`src/rtl/alu_seq.sv`:
```
// alu_seq: sequences one wide operation over an external 8-bit ALU, one word per cycle
module alu_seq #(
  parameter int ALU_rozm_data = 8,
  parameter int LICZBA_SLOW   = 4
) (
  input  logic                                   clk,
  input  logic                                   rst_n,
  input  logic                                   start,
  input  logic [3:0]                             op,
  input  logic                                   c_in,
  input  logic [LICZBA_SLOW*ALU_rozm_data-1:0]   opa,
  input  logic [LICZBA_SLOW*ALU_rozm_data-1:0]   opb,
  output logic                                   busy,
  output logic                                   done,
  output logic                                   err,
  output logic [LICZBA_SLOW*ALU_rozm_data-1:0]   wynik,
  output logic                                   C,
  output logic                                   Z,
  output logic                                   S,
  output logic                                   P,
  output logic                                   OV,
  output logic [ALU_rozm_data-1:0]               alu_a,
  output logic [ALU_rozm_data-1:0]               alu_b,
  output logic [3:0]                             alu_op,
  output logic                                   alu_c_in,
  input  logic [ALU_rozm_data-1:0]               alu_out,
  input  logic                                   alu_C
);
  localparam int W  = ALU_rozm_data;
  localparam int N  = LICZBA_SLOW;
  localparam int WW = N * W;
  localparam int KW = (N > 1) ? $clog2(N) : 1;
  localparam logic [3:0] OP_ADD  = 4'b0100;
  localparam logic [3:0] OP_SUB  = 4'b0101;
  localparam logic [3:0] OP_INK  = 4'b0110;
  localparam logic [3:0] OP_ADDC = 4'b1000;
  localparam logic [3:0] OP_SUBC = 4'b1001;
  localparam logic [3:0] OP_MAX  = 4'b1001;

  typedef enum logic [1:0] {IDLE, RUN, DONE} state_t;

  state_t          state;
  logic [KW-1:0]   k;
  logic            cr;
  logic [WW-1:0]   opa_r, opb_r;
  logic [3:0]      op_r;
  logic            c_r;
  logic [WW-1:0]   w_nxt;
  logic            first, add_c, sub_c, arith, chain_in, ov_nxt;

  assign busy     = state != IDLE;
  assign done     = state == DONE;
  assign first    = k == '0;
  assign add_c    = op_r == OP_ADD || op_r == OP_INK || op_r == OP_ADDC;
  assign sub_c    = op_r == OP_SUB || op_r == OP_SUBC;
  assign arith    = add_c || sub_c;
  assign chain_in = op_r == OP_ADDC || op_r == OP_SUBC;

  // ALU drive for the current word; INK becomes a +1 ripple through the add chain
  always_comb begin
    alu_a    = '0;
    alu_b    = '0;
    alu_op   = '0;
    alu_c_in = 1'b0;
    if (state == RUN) begin
      alu_a    = opa_r[k*W +: W];
      alu_b    = op_r == OP_INK ? (first ? W'(1) : '0) : opb_r[k*W +: W];
      alu_op   = add_c ? (chain_in || !first ? OP_ADDC : OP_ADD) :
                 sub_c ? (chain_in || !first ? OP_SUBC : OP_SUB) : op_r;
      alu_c_in = arith && (first ? chain_in && c_r : cr);
    end
  end

  // result as it will be after this edge, so flags see the top word too
  always_comb begin
    w_nxt = wynik;
    w_nxt[k*W +: W] = alu_out;
    ov_nxt = add_c ? (alu_a[W-1] & alu_b[W-1] & ~alu_out[W-1]) | (~alu_a[W-1] & ~alu_b[W-1] & alu_out[W-1]) :
             sub_c ? (alu_a[W-1] & ~alu_b[W-1] & ~alu_out[W-1]) | (~alu_a[W-1] & alu_b[W-1] & alu_out[W-1]) :
             1'b0;
  end

  // control FSM with word index, carry chain, result and flag registers
  always_ff @(posedge clk or negedge rst_n) begin
    if (!rst_n) begin
      state <= IDLE;
      k     <= '0;
      cr    <= 1'b0;
      opa_r <= '0;
      opb_r <= '0;
      op_r  <= '0;
      c_r   <= 1'b0;
      err   <= 1'b0;
      wynik <= '0;
      C     <= 1'b0;
      Z     <= 1'b0;
      S     <= 1'b0;
      P     <= 1'b0;
      OV    <= 1'b0;
    end else begin
      case (state)
        IDLE: if (start) begin
          err <= op > OP_MAX;
          if (op > OP_MAX) state <= DONE;
          else begin
            state <= RUN;
            k     <= '0;
            opa_r <= opa;
            opb_r <= opb;
            op_r  <= op;
            c_r   <= c_in;
          end
        end
        RUN: begin
          wynik <= w_nxt;
          cr    <= alu_C;
          if (k == KW'(N - 1)) begin
            state <= DONE;
            C     <= arith & alu_C;
            Z     <= w_nxt == '0;
            S     <= w_nxt[WW-1];
            P     <= ~^w_nxt;
            OV    <= ov_nxt;
          end else k <= k + KW'(1);
        end
        DONE: begin
          state <= IDLE;
          k     <= '0;
        end
        default: state <= IDLE;
      endcase
    end
  end
endmodule

```
`config.mk`:
```
export PLATFORM = sky130hd
export DESIGN_NAME = alu_seq
export DESIGN_NICKNAME = d
export VERILOG_FILES = /design/src/rtl/alu_seq.sv
export SDC_FILE = /design/constraint.sdc
export NUM_CORES = 1
export LEC_CHECK = 0
export BUFFER_PORTS_ARGS = -buffer_cell sky130_fd_sc_hd__buf_2
export CAP_MARGIN = 0
export CORE_ASPECT_RATIO = 0.5
export CORE_MARGIN = 5
export CORE_UTILIZATION = 53
export DETAILED_ROUTE_END_ITERATION = 12
export GPL_TIMING_DRIVEN = 1
export PLACE_DENSITY = 0.8
export SLEW_MARGIN = 20
export SYNTH_ARGS = -nofsm -noshare
export SYNTH_HDL_FRONTEND = slang
export SYNTH_SLANG_ARGS = --single-unit
```
`constraint.sdc`:
```
create_clock -name clk -period 3.5 [get_ports clk]
set_input_delay 0.525 -clock clk [delete_from_list [all_inputs] [get_ports clk]]
set_output_delay 0.525 -clock clk [all_outputs]
set_load 0.02 [all_outputs]
```
==> summary.md <==
| Metric | Value |
|---|---|
| Post-synth top area cell | `dfrtp_1` |
| Cells on worst reg2reg path | `12` |
| Largest fanout on the critical path | `8` |
| CTS resizes | `0` |
| IO buf count | `between 100 and 150` |
| Worst Setup EP | `P$_DFFE_PN0P_` |
| Max-cap violations | `0` |
| HP Class | `in -> async` |
| CTS buffer count | `9` |
| Vias | `between 4000 and 5000` |
| FF-to-FF Start | `k[0]$_DFFE_PN0P_` |
| Largest net degree at the start of global routing | `66` |
| Antenna Nets Post-Route | `0` |
| Initial core utilization | `a little over half` |
| CP Data Required Time | `between 3000 and 4000 ps` |
| Final Setup Violations | `0` |
| Synthesized cell area | `approximately 5600 um^2` |
| Register share of total power | `between 30% and 40%` |
| DR pass1 iterations | `4` |
| Die footprint | `roughly 13000 um^2` |
| Skew-Pair Late Insertion Delay | `roughly 340 ps` |
| Global-route wire length before repair | `between 20000 and 25000 um` |
| Routability Congestion | `between 0.8 and 0.9` |
| Worst EP arrival | `roughly 3100 ps` |
| Post-CTS Setup Inserts | `0` |
| Fin crit share | `a little over four fifths` |
| Reg2reg setup slack | `about 560 ps` |
| CTS max path bufs | `2` |
| Die Ht | `slightly above 80 um` |
| Ant diodes | `0` |
| Layout cells sized above 1 | `a little over two fifths` |
| Setup crit start | `k[0]$_DFFE_PN0P_` |
| Pwr Total | `slightly below 7 mW` |
| CTS tree | `built` |
| Cts-stage hold buffer count | `0` |
| Sequential-to-total area share from yosys stat | `50.0%` |
| Row cnt | `26` |
| Syn. warnings | `0` |
| Worst R2R End | `P$_DFFE_PN0P_` |
| Initial DRC Count | `roughly 220` |
| Crit Path Category | `reg -> reg` |
| Comb pwr share | `52.1%` |
| Total Routing Usage GR | `21.5%` |
| Setup_tns | `0 ps` |
| Sw Ratio | `about 40%` |
| Max transition margin | `between 40% and 50%` |
| Crit. End Element | `register` |
| Final hold violations | `0` |
| Initial antenna violation count | `1` |
| Int Power | `roughly 4 mW` |
| Static leakage | `3.19 nW` |
| Clk_skew | `about 7.5 ps` |
| Area grow syn2layout | `20.4%` |
| GR Overflow Total | `0` |
| Synthesized area per cell | `about 12 um^2` |
| Clock Tree Root | `clkbuf_16` |
| Core area | `between 10000 and 15000 um^2` |
| CP startpoint kind | `register` |
| Residual DRC | `0` |
| Clk slew on worst S/H paths | `~70 ps` |
| Nets@finish | `between 700 and 800` |
| RSZ-0062 raised after global routing | `no` |
| Post-synth top area share | `~50%` |
| Largest cells by area after synthesis | `dfrtp_1 (50%), mux2_2 (14%), mux4_2 (6.0%)` |
| Final WL | `between 10000 and 15000 um` |
| Fin crit period | `~2900 ps` |
| Placed wire-length estimate | `9930 um` |
| Die Span X | `around 160 um` |
| Vias per inst | `5.48` |
| CTS H-Tree Depth | `3` |
| I/O pins | `between 100 and 150` |
| Sw power | `2.73 mW` |
| Max Slew Vio Count | `0` |
| DR WL/cell | `between 15 and 20 um` |
| CTS Sinks | `around 110` |
| Measured slew at the worst slew-check pin | `around 770 ps` |
| Asr flop ratio synth | `100%` |
| EDFF count, synth | `0` |
| Max Clock Freq | `341 MHz` |
| Clock network power share | `between 10% and 20%` |
| Number of global-route vias before repair | `between 4000 and 5000` |
| Post-synth top flop | `dfrtp_1` |
| Yosys cell types | `39` |
| Syn Inst Count | `roughly 480` |
| Hold slack | `around 250 ps` |
| Post-Syn Nets | `580` |
| Outcome | `completed` |
| Max VDD drop | `roughly 0.00045 V` |
| Power per cell area | `between 1000 and 1500 nW/um^2` |
| Seq cells post-synth | `112` |
## cells by family after synthesis
group	synth area share, %
AO/OA/AOI/OAI	8.61
XOR/XNOR	2.50
adder cells (fa/ha/maj)	4.91
buffers and inverters	2.50
flip-flops	50.0
multiplexers	20.2
AND/OR/NAND/NOR	11.2
## layer usage
layer,vias up,part of all wire [%],wire length (um),global-route usage (%)
met4,2,1.8,250,6.46
met3,25,5.8,779,5.57
met5,-,0.081,11,0
li1,1969,-,-,-
met1,2035,43,5870,27.6
met2,118,49,6630,36.6
## cell type report
class / count / area [um^2]
inverter: 7 / 26.3
tap: 140 / 175
clock inverter: 4 / 28.8
sequential: 112 / 2800
clock buffer: 12 / 256
multi-input combinational: 331 / 2680
timing repair buffer: 151 / 783
fill: 845 / 3530
## synthesized netlist by cell type (2+ instances only)
master	instances
dfrtp_1	112
nor3b_1	2
mux2i_1	2
nor2b_1	26
o21ai_0	42
nor2_1	8
and3_1	7
nand3_1	5
xnor2_1	15
mux2_2	69
nand4_1	4
mux4_2	15
buf_2	4
clkbuf_1	21
nor3_1	3
a32oi_1	3
a22oi_1	7
ha_1	22
a21oi_1	31
nand2_1	48
and2_1	8
inv_1	6
## power groups by stage
stage                     Combinational (mW)  Sequential (mW)  Clock [mW]
after floorplan                         2.56             2.35           0
after global placement                  3.50             2.26           0
after detailed placement                3.58             2.30           0
after CTS                               3.60             2.28        1.00
after global routing                    3.92             2.36        1.05
final                                   3.56             2.29       0.979
## critical path: stages, from the launching register on
cell and delay, ps:
dfrtp_1 450, inv_1 130, ha_1 260, nor2_1 160, nand3_1 100, nor2_1 450, a21oi_1 190, ha_1 330
xnor2_1 210, xnor2_1 160, xnor2_1 160, xnor2_1 130, o21ai_0 80
## stage by stage
| step | utilization (%) | std cells | cell area [um^2] | worst slack [ps] |
|---|---|---|---|---|
| 6_report | 65.7 | 757 | 6750 | 565 |
| 5_1_grt | 65.7 | 757 | 6750 | 318 |
| 4_1_cts | 65.7 | 757 | 6750 | 593 |
| 3_5_place_dp | 62.9 | 741 | 6470 | 619 |
| 3_3_place_gp | 62.9 | 741 | 6470 | 724 |
| 2_1_floorplan | - | 477 | 5610 | 454 |
## cell usage in the layout, fill, tap and decap left out, drive strengths merged, types with 8 or more instances in the layout
master,count
clkbuf,12
ha,22
and2,8
mux2,69
nor2b,26
mux4,15
nor2,8
o21ai,42
a21oi,31
dfrtp,112
nand2,48
buf,151
xnor2,15
## registers in the layout, summed over array words and instances (netlist names), 2 cells and up
name / count
k: 2
opa_r: 32
op_r: 4
wynik: 32
opb_r: 32
state: 2
## worst min-delay path by stage
stage / start / cells after the start / end
final: rst_n / 1 / opb_r[28]$_DFFE_PN0P_
after global routing: rst_n / 1 / opb_r[26]$_DFFE_PN0P_
after CTS: rst_n / 1 / opb_r[28]$_DFFE_PN0P_
after detailed placement: C$_DFFE_PN0P_ / 2 / C$_DFFE_PN0P_
after global placement: cr$_DFFE_PN0P_ / 2 / cr$_DFFE_PN0P_
after floorplan: rst_n / 0 / C$_DFFE_PN0P_
Power figures use the tool's default switching activity.
